==> src/rtl/rr_mux_arbiter_if.sv <==
// Bundle of the two input streams, the registered output stream, the mux select and the lock flag.
// The master modport is the arbiter side; the slave modport is the surrounding environment.
interface rr_mux_arbiter_if #(
    parameter int WIDTH = 8
);
    logic [WIDTH-1:0] i0_data;
    logic             i0_valid;
    logic             i0_last;
    logic             i0_ready;
    logic [WIDTH-1:0] i1_data;
    logic             i1_valid;
    logic             i1_last;
    logic             i1_ready;
    logic             S;
    logic [WIDTH-1:0] y_data;
    logic             y_valid;
    logic             y_last;
    logic             y_ready;
    logic             locked;

    modport master (
        input  i0_data, i0_valid, i0_last,
        output i0_ready,
        input  i1_data, i1_valid, i1_last,
        output i1_ready,
        output S, y_data, y_valid, y_last, locked,
        input  y_ready
    );

    modport slave (
        output i0_data, i0_valid, i0_last,
        input  i0_ready,
        output i1_data, i1_valid, i1_last,
        input  i1_ready,
        input  S, y_data, y_valid, y_last, locked,
        output y_ready
    );
endinterface

==> src/rtl/rr_mux_arbiter.sv <==
// Packet-aware two-channel round-robin arbiter driving the 2:1 mux select and a single
// registered valid/ready output stage, with a word-count watchdog on locked packets.
module rr_mux_arbiter #(
    parameter int WIDTH   = 8,
    parameter int MAX_PKT = 16
) (
    input  logic             clk,
    input  logic             rst_n,
    rr_mux_arbiter_if.master bus
);
    localparam int CW = $clog2(MAX_PKT + 1);
    localparam logic [CW-1:0] CNT_LIM = CW'(MAX_PKT - 1);

    typedef enum logic [0:0] {
        IDLE   = 1'b0,
        LOCKED = 1'b1
    } state_t;

    state_t           state_r, state_n;
    logic             s_r, s_n;
    logic             arm_r, arm_n;
    logic             ptr_r, ptr_n;
    logic [CW-1:0]    cnt_r, cnt_n;
    logic [WIDTH-1:0] y_data_r, y_data_n;
    logic             y_valid_r, y_valid_n;
    logic             y_last_r, y_last_n;

    logic             free_s;
    logic             grant_ok_s;
    logic             rdy0_s;
    logic             rdy1_s;
    logic             xfer_s;
    logic             xlast_s;
    logic [WIDTH-1:0] xdata_s;

    // Handshake decode: arm_r says the registered select was chosen for a live request.
    always_comb begin
        free_s     = ~y_valid_r | bus.y_ready;
        grant_ok_s = (state_r == LOCKED) | arm_r;
        rdy0_s     = free_s & ~s_r & grant_ok_s;
        rdy1_s     = free_s &  s_r & grant_ok_s;
        xfer_s     = (rdy0_s & bus.i0_valid) | (rdy1_s & bus.i1_valid);
        xlast_s    = s_r ? bus.i1_last : bus.i0_last;
        xdata_s    = s_r ? bus.i1_data : bus.i0_data;
    end

    // Packet FSM next state, pointer and watchdog counter.
    always_comb begin
        state_n = state_r;
        ptr_n   = ptr_r;
        cnt_n   = cnt_r;
        case (state_r)
            IDLE: begin
                if (xfer_s) begin
                    if (xlast_s) begin
                        ptr_n = ~s_r;
                    end else begin
                        state_n = LOCKED;
                        cnt_n   = {{(CW-1){1'b0}}, 1'b1};
                    end
                end else begin
                    state_n = IDLE;
                end
            end
            LOCKED: begin
                if (xfer_s) begin
                    if (xlast_s || (cnt_r >= CNT_LIM)) begin
                        state_n = IDLE;
                        ptr_n   = ~s_r;
                        cnt_n   = {CW{1'b0}};
                    end else begin
                        cnt_n = cnt_r + {{(CW-1){1'b0}}, 1'b1};
                    end
                end else begin
                    state_n = LOCKED;
                end
            end
            default: begin
                state_n = IDLE;
                ptr_n   = 1'b0;
                cnt_n   = {CW{1'b0}};
            end
        endcase
    end

    // Select arbitration for the next cycle; frozen while locked or stalled.
    always_comb begin
        s_n   = s_r;
        arm_n = arm_r;
        if (!free_s) begin
            s_n   = s_r;
            arm_n = arm_r;
        end else if (state_n == IDLE) begin
            if (bus.i0_valid && bus.i1_valid) begin
                s_n = ptr_n;
            end else if (bus.i0_valid) begin
                s_n = 1'b0;
            end else if (bus.i1_valid) begin
                s_n = 1'b1;
            end else begin
                s_n = s_r;
            end
            arm_n = s_n ? bus.i1_valid : bus.i0_valid;
        end else begin
            s_n   = s_r;
            arm_n = 1'b0;
        end
    end

    // Output stage next value: load on transfer, drain when free, hold when stalled.
    always_comb begin
        y_data_n  = y_data_r;
        y_last_n  = y_last_r;
        y_valid_n = y_valid_r;
        if (free_s) begin
            y_valid_n = xfer_s;
            if (xfer_s) begin
                y_data_n = xdata_s;
                y_last_n = xlast_s;
            end else begin
                y_data_n = y_data_r;
                y_last_n = y_last_r;
            end
        end else begin
            y_valid_n = y_valid_r;
        end
    end

    // State registers with synchronous active-low reset.
    always_ff @(posedge clk) begin
        if (!rst_n) begin
            state_r   <= IDLE;
            s_r       <= 1'b0;
            arm_r     <= 1'b0;
            ptr_r     <= 1'b0;
            cnt_r     <= {CW{1'b0}};
            y_data_r  <= {WIDTH{1'b0}};
            y_valid_r <= 1'b0;
            y_last_r  <= 1'b0;
        end else begin
            state_r   <= state_n;
            s_r       <= s_n;
            arm_r     <= arm_n;
            ptr_r     <= ptr_n;
            cnt_r     <= cnt_n;
            y_data_r  <= y_data_n;
            y_valid_r <= y_valid_n;
            y_last_r  <= y_last_n;
        end
    end

    assign bus.i0_ready = rdy0_s;
    assign bus.i1_ready = rdy1_s;
    assign bus.S        = s_r;
    assign bus.y_data   = y_data_r;
    assign bus.y_valid  = y_valid_r;
    assign bus.y_last   = y_last_r;
    assign bus.locked   = (state_r == LOCKED);

endmodule

==> src/flat_wrapper.sv <==
// flat-port wrapper written by rule: the top's interface ports become plain ports
module rr_mux_arbiter_flat 
#(
    parameter int WIDTH   = 8,
    parameter int MAX_PKT = 16
)
  (clk, rst_n, bus_i0_data, bus_i0_valid, bus_i0_last, bus_i0_ready, bus_i1_data, bus_i1_valid, bus_i1_last, bus_i1_ready, bus_S, bus_y_data, bus_y_valid, bus_y_last, bus_locked, bus_y_ready);
  rr_mux_arbiter_if #(.WIDTH(WIDTH)) bus_i ();
  input  logic clk;
  input  logic rst_n;
  input wire logic [$bits(bus_i.i0_data)-1:0] bus_i0_data;
  input wire logic [$bits(bus_i.i0_valid)-1:0] bus_i0_valid;
  input wire logic [$bits(bus_i.i0_last)-1:0] bus_i0_last;
  output wire logic [$bits(bus_i.i0_ready)-1:0] bus_i0_ready;
  input wire logic [$bits(bus_i.i1_data)-1:0] bus_i1_data;
  input wire logic [$bits(bus_i.i1_valid)-1:0] bus_i1_valid;
  input wire logic [$bits(bus_i.i1_last)-1:0] bus_i1_last;
  output wire logic [$bits(bus_i.i1_ready)-1:0] bus_i1_ready;
  output wire logic [$bits(bus_i.S)-1:0] bus_S;
  output wire logic [$bits(bus_i.y_data)-1:0] bus_y_data;
  output wire logic [$bits(bus_i.y_valid)-1:0] bus_y_valid;
  output wire logic [$bits(bus_i.y_last)-1:0] bus_y_last;
  output wire logic [$bits(bus_i.locked)-1:0] bus_locked;
  input wire logic [$bits(bus_i.y_ready)-1:0] bus_y_ready;
  assign bus_i.i0_data = bus_i0_data;
  assign bus_i.i0_valid = bus_i0_valid;
  assign bus_i.i0_last = bus_i0_last;
  assign bus_i0_ready = bus_i.i0_ready;
  assign bus_i.i1_data = bus_i1_data;
  assign bus_i.i1_valid = bus_i1_valid;
  assign bus_i.i1_last = bus_i1_last;
  assign bus_i1_ready = bus_i.i1_ready;
  assign bus_S = bus_i.S;
  assign bus_y_data = bus_i.y_data;
  assign bus_y_valid = bus_i.y_valid;
  assign bus_y_last = bus_i.y_last;
  assign bus_locked = bus_i.locked;
  assign bus_i.y_ready = bus_y_ready;
  rr_mux_arbiter #(.WIDTH(WIDTH), .MAX_PKT(MAX_PKT)) u_core (.clk(clk), .rst_n(rst_n), .bus(bus_i));
endmodule
==> config.mk <==
export PLATFORM = sky130hd
export DESIGN_NAME = rr_mux_arbiter_flat
export DESIGN_NICKNAME = d
export VERILOG_FILES = /design/src/rtl/rr_mux_arbiter_if.sv /design/src/rtl/rr_mux_arbiter.sv /design/src/flat_wrapper.sv
export SDC_FILE = /design/constraint.sdc
export NUM_CORES = 1
export LEC_CHECK = 0
export ABC_AREA = 0
export ABC_CLOCK_PERIOD_IN_PS = 3800
export BUFFER_PORTS_ARGS = -buffer_cell sky130_fd_sc_hd__buf_2
export CORE_MARGIN = 2
export CORE_UTILIZATION = 52
export DETAILED_ROUTE_END_ITERATION = 7
export GPL_TIMING_DRIVEN = 1
export PLACE_DENSITY = 0.83
export SLEW_MARGIN = 20
export SYNTH_ARGS = -nofsm -noshare
export SYNTH_HDL_FRONTEND = slang
export SYNTH_SLANG_ARGS = --single-unit
==> constraint.sdc <==
create_clock -name clk -period 3.8 [get_ports clk]
set_input_delay 0.57 -clock clk [delete_from_list [all_inputs] [get_ports clk]]
set_output_delay 0.57 -clock clk [all_outputs]
set_load 0.005 [all_outputs]
Yosys cells after proc, flatten, opt, wreduce, memory -nomap -nowiden
Cells that the tools add are included.
- order comparisons: 1
- mux-type cells: 24
- eq/ne operators: 3
- add/sub/neg operators: 1
- bitwise logic cells: 13
- reductions and logical operators: 5
- operator list (operator ; count):
    2-to-1 mux 5 bit ; 4
    2-to-1 mux 1 bit ; 16
    one-hot mux 5 bit (2 select lines) ; 1
    2-to-1 mux 8 bit ; 1
    AND 1 bit ; 6
    adder 5 x 1 -> 5 bit, second input constant ; 1
    greater-or-equal comparator 5 x 4 -> 1 bit, second input constant ; 1
    != test 2 bit, second input constant ; 2
    inverter 1 bit ; 4
    one-hot mux 1 bit (2 select lines) ; 2
    AND reduction 2 bit ; 2
    bitwise OR 1 bit ; 3
    AND reduction 3 bit ; 1
    != test 2 x 1 -> 1 bit, second input constant ; 1
    logical AND 1 bit ; 1
    logical OR 1 bit ; 1
- bits in registers: 19
- word-level logic and storage cells: 55
- output and inout bits: 14

Depth between registers and ports, before layout
Gate-level depths: netlist (run 1).
- depth in word-level cells: 13
- mapped depth: 8
- gate-level depth less buffers: 8

Worst setup path after synthesis (run 1)
OpenSTA, ideal clock, no wires.
- path type: reg-to-reg
- from: register u_core.cnt_r[0]
- to: register u_core.s_r, in the netlist u_core.bus.S
- cell stages (with the launch flop): 9
- arrival: 1.800 ns
- path slack: 1.875 ns
- buffers on the path: 0
- cells stage by stage: dfxtp_1 -> ha_1 -> and3_1 -> ha_1 -> or2_2 -> nor3_1 -> o31ai_2 -> o21ai_1 -> o211ai_2
- longest elaborated chain between the ends: 8
- elaborated cells on any way between the ends: 13
- classes of those cells: order compare: 1; mux: 9; bitwise: 1; reduce/logical: 2
- ends and longest elaborated chain (element ; RTL line ; source):
    from (decl) ; rr_mux_arbiter.sv:23 ; logic [CW-1:0] cnt_r, cnt_n;
    from (signal assigned) ; rr_mux_arbiter.sv:136 ; cnt_r <= {CW{1'b0}};
    from (signal assigned) ; rr_mux_arbiter.sv:145 ; cnt_r <= cnt_n;
    greater-or-equal comparator 5 x 4 -> 1 bit (*) ; rr_mux_arbiter.sv:67 ; if (xlast_s || (cnt_r >= CNT_LIM)) begin
    logical OR 1 bit (*) ; rr_mux_arbiter.sv:67 ;
    2-to-1 mux 1 bit ; rr_mux_arbiter.sv:67 ;
    2-to-1 mux 1 bit ; rr_mux_arbiter.sv:66 ; if (xfer_s) begin
    one-hot mux 1 bit (2 select lines) ; rr_mux_arbiter.sv:52 ; case (state_r)
    2-to-1 mux 1 bit ; rr_mux_arbiter.sv:94 ; if (bus.i0_valid && bus.i1_valid) begin
    2-to-1 mux 1 bit ; rr_mux_arbiter.sv:93 ; end else if (state_n == IDLE) begin
    2-to-1 mux 1 bit ; rr_mux_arbiter.sv:90 ; if (!free_s) begin
    to (signal assigned) ; rr_mux_arbiter.sv:142 ; s_r <= s_n;
    to (decl) ; rr_mux_arbiter.sv:20 ; logic s_r, s_n;
Mark *: on every way between the ends. The rest lies on a longest branch, timed or not. The select of a mux whose other input is x is not followed.
A chain may end at the register's enable or synchronous reset.

Final worst setup path (run 1)
- from: register u_core.state_r, in the netlist u_core.bus.locked
- to: register u_core.cnt_r[4]
- longest elaborated chain between the ends: 6
- elaborated cells on any way between the ends: 12
- classes of those cells: eq/ne: 3; mux: 1; bitwise: 7; reduce/logical: 1
- ends and longest elaborated chain (element ; RTL line ; source):
    from (decl) ; rr_mux_arbiter.sv:19 ; state_t state_r, state_n;
    from (signal assigned) ; rr_mux_arbiter.sv:141 ; state_r <= state_n;
    bitwise OR 1 bit ; rr_mux_arbiter.sv:39 ; grant_ok_s = (state_r == LOCKED) | arm_r;
    AND 1 bit (on tied branches) ; rr_mux_arbiter.sv:40, rr_mux_arbiter.sv:41 ;
    AND 1 bit ; rr_mux_arbiter.sv:42 ; xfer_s = (rdy0_s & bus.i0_valid) | (rdy1_s & bus.i1_valid);
    bitwise OR 1 bit ; rr_mux_arbiter.sv:42 ;
    != test 2 bit (no line) / != test 2 x 1 -> 1 bit (equally long branches) ; - ;
    AND reduction 3 bit (no line) ; - ;
Several ways; a longest one is shown, not always the timed one.

==> metrics, run 1 <==
setup ws final=between 1 and 1.5 ns; global-route wire length before repair=between 3 and 4 mm; ys async rst share=0%; Setup Skew=a little over 0.004 ns; Internal=0.329 mW; Yosys reg bits=19; Clock Pin Slew Worst Setup and Hold Paths=0.10 ns; Max Cap Viol=0; Pleak=0.631 nW; number of global-route vias before repair=927; combinational share of power=between 20% and 30%; final slew viol count=0; Placement Rows=16; HPWL Detailed=1.70 mm; Setup crit end=u_core.cnt_r[4]; Final GP Congestion=0.802; DRC=0; final core utilization=65.0%; initial core utilization=54.1%; maximum fanout along the worst path=20; worst path bufs/invs=0; final instance area=0.00126 mm²; Final min period=2.71 ns; status=completed; final hold vios=0; largest net degree at the start of global routing=21; via density per instance=approximately 5.7; Via Count=1001; FF-to-FF Start=u_core.bus.locked; Synth top cells by count=dfxtp_1, nand2_1, mux2i_1, o211a_1, nor2_1; critical path startpoint=u_core.bus.locked; drt pass-1 iters=4; syn avg cell area=8.91 µm²; WHS=~0.48 ns; area leader, netlist=dfxtp_1; Yosys cell types=36; Iter 0 DRT Violations=21; Post-synth EDFFs=0; Crit path arrival time=2.94 ns; HP Class=reg -> reg; area occupied by multi-input gates=627 µm²; Sw Share=31.2%; total gr overflow=0; largest cells by area after synthesis=dfxtp_1, mux2i_1, o211a_1; Post-CTS Hold Buffers=0; synthesized cell area=around 0.0011 mm²; top-count cell post-synth=dfxtp_1; Required @ worst endpoint=4.03 ns; aggregate routed wire length=2.24 mm; crit end category=flop; Worst path max stage delay=0.83 ns; Final setup viols=0; Cell Area, Placed=about 0.0012 mm²; # nets final=176; Ys Warns=0; die height=49.0 µm; Post-CTS Setup Inserts=0; clock latency on the worst-skew pair=0.30 ns; port bufs=36; fmax=around 0.37 GHz; storage element area=380 µm²; Num Clock Sinks=19; Clock power frac=20.9%; die footprint=0.00240 mm²; ant diodes=0; slowest CP cell=nor3_2; Worst path depth=5; Crit path max-delay family=simple AND/OR/NAND/NOR gates; initial antenna violation count=0; Gate Count Post-Synth=118; post-route ant nets=0; post-CTS sizing=0; part of the Yosys area used for sequential elements=36.2%; Root Driver=clkbuf_4; Total Routing Usage GR=19.9%; total core area=0.00194 mm²; syn_nets=143; H-tree Lvls=1; Synth top area share=around 36%; RSZ-0062 raised after global routing=false; Fillers=~170; worst-margin pin slew=about 1 ns; r2r worst-path depth=5; final cycle utilization of the critical path=71.3%; Primary FF master, synth=dfxtp_1; Final Non-Filler Cells=around 180; CTS max path bufs=2; CTS tree=yes; worst slack, placed=1.09 ns; Peak VDD IR=0.266 mV; routed len/inst=12.7 µm; CP Launch Type=flop; Max-slew headroom=32.9%; IO Pins=37; critical path class=reg -> reg; Power, Total=0.478 mW; Area Overhead vs Synth=20.1%; Power Density=379 mW/mm²; proportion of layout cells with a drive suffix above 1=around a third; worst flop-to-flop path endpoint=u_core.cnt_r[4]; clock buffer count from CTS=3; switching power=0.149 mW; flop2flop setup slack=around 1.1 ns; Flop pwr share=about half; CP Cell Sequence=nor2_1 > nor3_2 > o21ai_0 > or3_1 > a21boi_1; DIE WIDTH=49.0 µm; setup tns final=0 ns; Placed Instances=173
routing by layer:
metal	vias up	wire length, µm	GRT usage, %
met4	0	28	6.19
met2	37	1140	36.3
met1	462	936	23.1
met3	5	138	4.29
met5	-	0	0
li1	497	-	-
sequential cells by signal, indices dropped and copies added (netlist names):
name and cells:
u_core.cnt_r 5, u_core.bus.y_valid 1, u_core.bus.y_last 1, u_core.ptr_r 1, u_core.arm_r 1, u_core.bus.y_data 8
u_core.bus.S 1, u_core.bus.locked 1
worst min path at each step:
stage / start / endpoint / slack, ns / depth (start not counted)
2_1_floorplan: u_core.arm_r / u_core.arm_r / 0.44 / 2
3_3_place_gp: u_core.arm_r / u_core.arm_r / 0.47 / 2
3_5_place_dp: u_core.cnt_r[4] / u_core.cnt_r[4] / 0.47 / 2
4_1_cts: u_core.cnt_r[4] / u_core.cnt_r[4] / 0.49 / 2
5_1_grt: u_core.arm_r / u_core.arm_r / 0.51 / 2
6_report: u_core.cnt_r[4] / u_core.cnt_r[4] / 0.48 / 2
cell usage in the layout, fill, tap and decap left out, types with 3 or more instances in the layout:
cell | synthesis | layout
nand2_1 | 15 | 15
buf_2 | 3 | 36
mux2i_1 | 10 | 10
o21ai_0 | 5 | 5
nor3_1 | 4 | 3
a21boi_1 | 4 | 4
clkbuf_4 | 0 | 3
o211a_1 | 9 | 9
nor2_1 | 8 | 8
dfxtp_1 | 19 | 19
nand3_1 | 3 | 3
kinds of logic (layout without fill, tap and decap cells):
family	after synthesis	after routing	synth area share [%]
buf+inv	11	43	4.64
simple gates	44	44	21.5
mux	11	11	10.6
flops	19	19	36.2
fa+ha+maj	2	2	2.38
compound gates	31	31	24.6
final cells by class:
class / instances / share of cell area [%]
Sequential cell: 19 / 30.1
Clock buffer: 4 / 2.08
Tap cell: 27 / 2.68
Timing Repair Buffer: 37 / 14.9
Inverter: 2 / 0.595
Multi-Input combinational cell: 88 / 49.7
power by group through the flow:
| stage | registers [mW] | logic [mW] | clock network, mW |
|---|---|---|---|
| 2_1_floorplan | 0.238 | 0.0983 | 0 |
| 3_3_place_gp | 0.238 | 0.138 | 0 |
| 3_5_place_dp | 0.240 | 0.143 | 0 |
| 4_1_cts | 0.236 | 0.144 | 0.103 |
| 5_1_grt | 0.239 | 0.157 | 0.115 |
| 6_report | 0.236 | 0.142 | 0.0999 |
worst register-to-register path, delay by kind of cell, from the launching register on:
family,cells,cell delay [ns]
flops,1,0.59
compound gates,2,0.58
simple gates,3,1.48
Power figures use the tool's default switching activity.
==> run 2: changes to the inputs <==
--- a/config.mk
+++ b/config.mk
@@ -6,13 +6,13 @@
 export NUM_CORES = 1
 export LEC_CHECK = 0
 export ABC_AREA = 0
-export ABC_CLOCK_PERIOD_IN_PS = 3800
+export ABC_CLOCK_PERIOD_IN_PS = 2250
 export BUFFER_PORTS_ARGS = -buffer_cell sky130_fd_sc_hd__buf_2
 export CORE_MARGIN = 2
-export CORE_UTILIZATION = 52
+export CORE_UTILIZATION = 44
 export DETAILED_ROUTE_END_ITERATION = 7
 export GPL_TIMING_DRIVEN = 1
-export PLACE_DENSITY = 0.83
+export PLACE_DENSITY = 0.75
 export SLEW_MARGIN = 20
 export SYNTH_ARGS = -nofsm -noshare
 export SYNTH_HDL_FRONTEND = slang
==> constraint.sdc (replaced) <==
create_clock -name clk -period 2.25 [get_ports clk]
set_input_delay 0.3375 -clock clk [delete_from_list [all_inputs] [get_ports clk]]
set_output_delay 0.3375 -clock clk [all_outputs]
set_load 0.005 [all_outputs]
==> run 2 against run 1 <==
  * Die area increased by 17%
  * Sequential share of layout area is 0.87 points lower
  * Power grew 74%
  * Setup slack got worse by 0.99 ns
  * Worst hold slack lost 0.12 ns
  * Non-clock buffer count grew 3
  * First-iteration DRC count down 14%
  * Register-to-register slack got worse by 0.99 ns
  * Via count grew 2.5%
  * Clock skew shrank 0.0023 ns
  * Critical endpoint is now u_core.bus.S
  * Largest power group unchanged
==> metrics, run 2 (synthesis results as in run 1) <==
Placement Rows=17 (+1); port bufs=36 (unchanged); area occupied by multi-input gates=639 µm² (+2.0%); initial core utilization=47.1% (-7.1 points); status=completed; total gr overflow=0 (unchanged); total core area=0.00223 mm² (+15%); Peak VDD IR=0.370 mV (+39%); Power Density=641 mW/mm² (+69%); commonest non-fill, non-tap cell in the layout=buf_2; worst-margin pin slew=0.547 ns (-0.454 ns); aggregate routed wire length=2.46 mm (+9.6%); Total Routing Usage GR=19.2% (-0.74 points); Hold Path Depth=3 (+1); routed len/inst=13.6 µm (+7.2%); CTS tree=yes; final hold vios=0 (unchanged); drt pass-1 iters=4 (unchanged); die height=52.9 µm (+8.0%); Cell Area, Placed=0.00126 mm² (+1.9%); post-route ant nets=0 (unchanged); via density per instance=5.67 (+0.23%); clock buffer count from CTS=3 (unchanged); Placed Instances=177 (+2.3%); largest net degree at the start of global routing=21 (unchanged); Max Cap Viol=0 (unchanged); Required @ worst endpoint=2.44 ns (-1.59 ns); Num Clock Sinks=19 (unchanged); # nets final=179 (+1.7%); Final GP Congestion=0.873 (+8.8%); maximum fanout along the worst path=7 (-65%); final cycle utilization of the critical path=95.5% (+24 points); Final Non-Filler Cells=181 (+2.3%); clock latency on the worst-skew pair=0.30 ns (about the same); Clock Pin Slew Worst Setup and Hold Paths=0.11 ns (about the same); die footprint=0.00280 mm² (+17%); fmax=0.466 GHz (+26%); storage element area=380 µm² (unchanged); IO Pins=37 (unchanged); number of flip-flops in the largest register=8 (unchanged); Root Driver=clkbuf_4; Final min period=2.15 ns (-0.562 ns); Fillers=205 (+19%); number of global-route vias before repair=900 (-2.9%); HP Class=in -> reg; r2r worst-path depth=8 (+3); Area Overhead vs Synth=23.7%; Iter 0 DRT Violations=18 (-14%); Via Count=1026 (+2.5%); Crit path arrival time=2.34 ns (-0.60 ns); global-route wire length before repair=3.88 mm (+2.3%); DRC=0 (unchanged); proportion of layout cells with a drive suffix above 1=33.3% (+2.0 points); initial antenna violation count=0 (unchanged); H-tree Lvls=1 (unchanged); DIE WIDTH=52.9 µm (+8.0%); most frequent cells in the layout=buf_2, dfxtp_1, nand2_1, mux2i_1, o211a_1; setup tns final=0 ns (unchanged); final instance area=0.00130 mm² (+3.0%); CP Launch Type=flop; Max-slew headroom=63.1% (+30 points); CTS max path bufs=2 (unchanged); Setup Skew=0.00178 ns (-0.00234 ns); Pleak=0.653 nW (+3.5%); HPWL Detailed=1.77 mm (+4.4%); Final setup viols=0 (unchanged); ant diodes=0 (unchanged); final slew viol count=0 (unchanged); crit end category=flop; critical path class=reg -> reg
## run 2: layout make-up
class | instances | area share (%)
Multi-Input combinational cell | 88 | 49.2
Clock inverter | 1 | 0.385
Sequential cell | 19 | 29.3
Tap cell | 28 | 2.69
Timing Repair Buffer | 40 | 16.2
Inverter | 2 | 0.577
Clock buffer | 3 | 1.73
## run 2: where the power goes
| part | switching [mW] | total, mW | internal (mW) |
|---|---|---|---|
| clock network | 0.113 | 0.179 | 0.0663 |
| registers | 0.0242 | 0.396 | 0.372 |
| logic | 0.135 | 0.258 | 0.123 |
## run 2: critical path: stages (launching register included)
cell and delay (ns):
dfxtp_1 0.38, ha_1 0.25, and3_1 0.19, ha_1 0.18, or2_2 0.29, nor3_1 0.30
o31ai_2 0.10, o21ai_1 0.22, o211ai_2 0.12
## run 2: repair_timing
item,CTS,global route
resized for setup,0,1
hold endpoints to repair,0,0
buffers inserted,0,0
endpoints found under the setup margin,0,2
hold buffers,0,0
## run 2: path summary, 6_finish.rpt
| check | startpoint | to | slack, ns |
|---|---|---|---|
| hold reg to reg | u_core.arm_r | u_core.arm_r | 0.49 |
| setup reg to reg | u_core.cnt_r[0] | u_core.bus.S | 0.10 |
| hold / removal | bus_i1_valid | u_core.bus.S | 0.36 |
| setup / recovery | u_core.cnt_r[0] | u_core.bus.S | 0.10 |
## run 2: metal layers
metal	track usage [%]	share of wire, %	wire, µm
met1	22.9	44	1070
met5	0	0	0
met4	8.97	2.4	59
met2	32.5	47	1160
met3	4.24	7.0	173
## run 2: stage by stage
stage	total power, mW	hold slack [ns]	utilization [%]	setup WS, ns
after floorplan	0.567	0.439	-	0.325
after global placement	0.645	0.463	56.4	0.269
after detailed placement	0.653	0.476	56.4	0.168
after CTS	0.835	0.350	57.6	0.143
after global routing	0.887	0.351	58.2	-0.00918
final	0.833	0.358	58.2	0.102
==> run 3: changes to the inputs <==
--- a/config.mk
+++ b/config.mk
@@ -8,7 +8,6 @@
 export ABC_AREA = 0
 export ABC_CLOCK_PERIOD_IN_PS = 2250
 export BUFFER_PORTS_ARGS = -buffer_cell sky130_fd_sc_hd__buf_2
-export CORE_MARGIN = 2
 export CORE_UTILIZATION = 44
 export DETAILED_ROUTE_END_ITERATION = 7
 export GPL_TIMING_DRIVEN = 1
==> run 3 against run 2 <==
  * Non-clock buffer count stayed put
  * Core utilization is 0.056 points lower
  * Combinational power hardly changed
  * Critical path depth stayed put
  * Wire length is 5.9% lower
  * Largest power group unchanged
  * Sequential share of layout area hardly changed
  * Critical endpoint unchanged
  * Clock power is 4% lower
  * Power is 1.3% lower
  * Largest cell class unchanged
  * Via count is 2.5% lower
  * Clock-buffer cell count is 1 higher
==> metrics, run 3 (synthesis results as in run 1) <==
critical path class=reg -> reg; port bufs=36 (unchanged); crit end category=flop; Clock Pin Slew Worst Setup and Hold Paths=0.11 ns (about the same); Iter 0 DRT Violations=12 (-6); # nets final=179 (unchanged); Peak VDD IR=0.504 mV (+36%); HP Start=bus_i1_valid; setup tns final=0 ns (unchanged); Max-slew headroom=63.3% (+0.12 points); Final setup viols=0 (unchanged); proportion of layout cells with a drive suffix above 1=32.7% (-0.65 points); Post-CTS Setup Inserts=0 (unchanged); clock buffer count from CTS=3 (unchanged); ant diodes=0 (unchanged); CTS max path bufs=2 (unchanged); final hold vios=0 (unchanged); Root Driver=clkbuf_4; DIE WIDTH=50.9 µm (-3.8%); Post-CTS Hold Buffers=0 (unchanged); global-route wire length before repair=3.82 mm (-1.6%); Final GP Congestion=0.859 (-1.7%); drt pass-1 iters=4 (unchanged); die footprint=0.00259 mm² (-7.4%); DRC=0 (unchanged); IO Pins=37 (unchanged); Via Count=1000 (-2.5%); HPWL Detailed=1.72 mm (-2.9%); commonest non-fill, non-tap cell in the layout=buf_2; CTS tree=yes; Pleak=0.650 nW (-0.42%); initial antenna violation count=0 (unchanged); Total Routing Usage GR=19.2% (about the same); RSZ-0062 raised after global routing=false; total gr overflow=0 (unchanged); die height=50.9 µm (-3.8%); status=completed; aggregate routed wire length=2.32 mm (-5.9%); Power Density=633 mW/mm² (-1.2%); initial core utilization=47.1% (unchanged); Setup Skew=0.00135 ns (-0.000431 ns); Num Clock Sinks=19 (unchanged); Placement Rows=17 (unchanged); CP Launch Type=flop; most frequent cells in the layout=buf_2, dfxtp_1, nand2_1, mux2i_1, o211a_1; Max Cap Viol=0 (unchanged); post-route ant nets=0 (unchanged); Final min period=2.06 ns (-0.0923 ns); final cycle utilization of the critical path=91.4% (-4.1 points); FF-to-FF Start=u_core.cnt_r[0]; number of flip-flops in the largest register=8 (unchanged); critical path startpoint=u_core.cnt_r[0]; final core utilization=58.2% (about the same); number of global-route vias before repair=947 (+5.2%); final slew viol count=0 (unchanged); maximum fanout along the worst path=7 (unchanged); fmax=0.486 GHz (+4.5%); Required @ worst endpoint=2.44 ns (about the same); largest net degree at the start of global routing=21 (unchanged); worst-margin pin slew=0.536 ns (-0.0114 ns); Area Overhead vs Synth=23.6% (about the same); Crit path arrival time=2.24 ns (-0.10 ns); via density per instance=5.52 (-2.5%); routed len/inst=12.8 µm (-5.9%); HP Class=in -> reg; total core area=0.00223 mm² (unchanged); clock latency on the worst-skew pair=0.29 ns (about the same); H-tree Lvls=1 (unchanged)
==> run 3: cell types whose count changed in the layout (fill, tap and decap cells not counted) <==
cell and change:
clkbuf_1 +1, clkinv_2 -1
==> run 3: worst paths after layout <==
kind	depth (start not counted)	to	slack [ns]
worst max-delay path	8	u_core.bus.S	0.19
worst min-delay path	3	u_core.bus.S	0.35
worst max register to register	8	u_core.bus.S	0.19
worst min register to register	2	u_core.arm_r	0.48
==> run 3: timing repair <==
| action | CTS | global route |
|---|---|---|
| resized for setup | 0 | 1 |
| endpoints found under the hold margin | 0 | 0 |
| endpoints found under the setup margin | 0 | 2 |
==> run 3: metal layers <==
metal / vias up / routed length [µm] / track usage (%)
li1: 502 / - / -
met1: 456 / 1080 / 25.0
met2: 40 / 1100 / 31.6
met3: 2 / 127 / 3.87
met4: 0 / 8 / 6.48
met5: - / 0 / 0
==> run 3: area by class of cell <==
type | instances | area, µm²
Sequential cell | 19 | 380
Timing Repair Buffer | 40 | 210
Clock buffer | 4 | 26.3
Tap cell | 28 | 35.0
Multi-Input combinational cell | 88 | 639
Fill cell | 218 | 935
Inverter | 2 | 7.51
==> run 3: metrics by stage <==
stage          setup slack (ns)  total power, mW  instances  instance area [µm²]  hold WS (ns)
2_1_floorplan             0.325            0.567        118                 1050         0.439
3_3_place_gp              0.266            0.646        177                 1260         0.466
3_5_place_dp              0.185            0.652        177                 1260         0.471
4_1_cts                   0.169            0.824        181                 1290         0.338
5_1_grt                  0.0654            0.879        181                 1300         0.357
6_report                  0.194            0.822        181                 1300         0.351
==> run 3: power breakdown <==
| part | total (mW) | internal (mW) | switching [mW] |
|---|---|---|---|
| combinational | 0.255 | 0.123 | 0.131 |
| sequential | 0.395 | 0.372 | 0.0229 |
| clock | 0.172 | 0.0689 | 0.103 |
==> run 3: worst max-delay path: stages, from the launching register on <==
cell      delay (ns)
dfxtp_1         0.38
ha_1            0.25
and3_1          0.19
ha_1            0.18
or2_2           0.30
nor3_1          0.28
o31ai_2         0.09
o21ai_1         0.19
o211ai_2        0.10
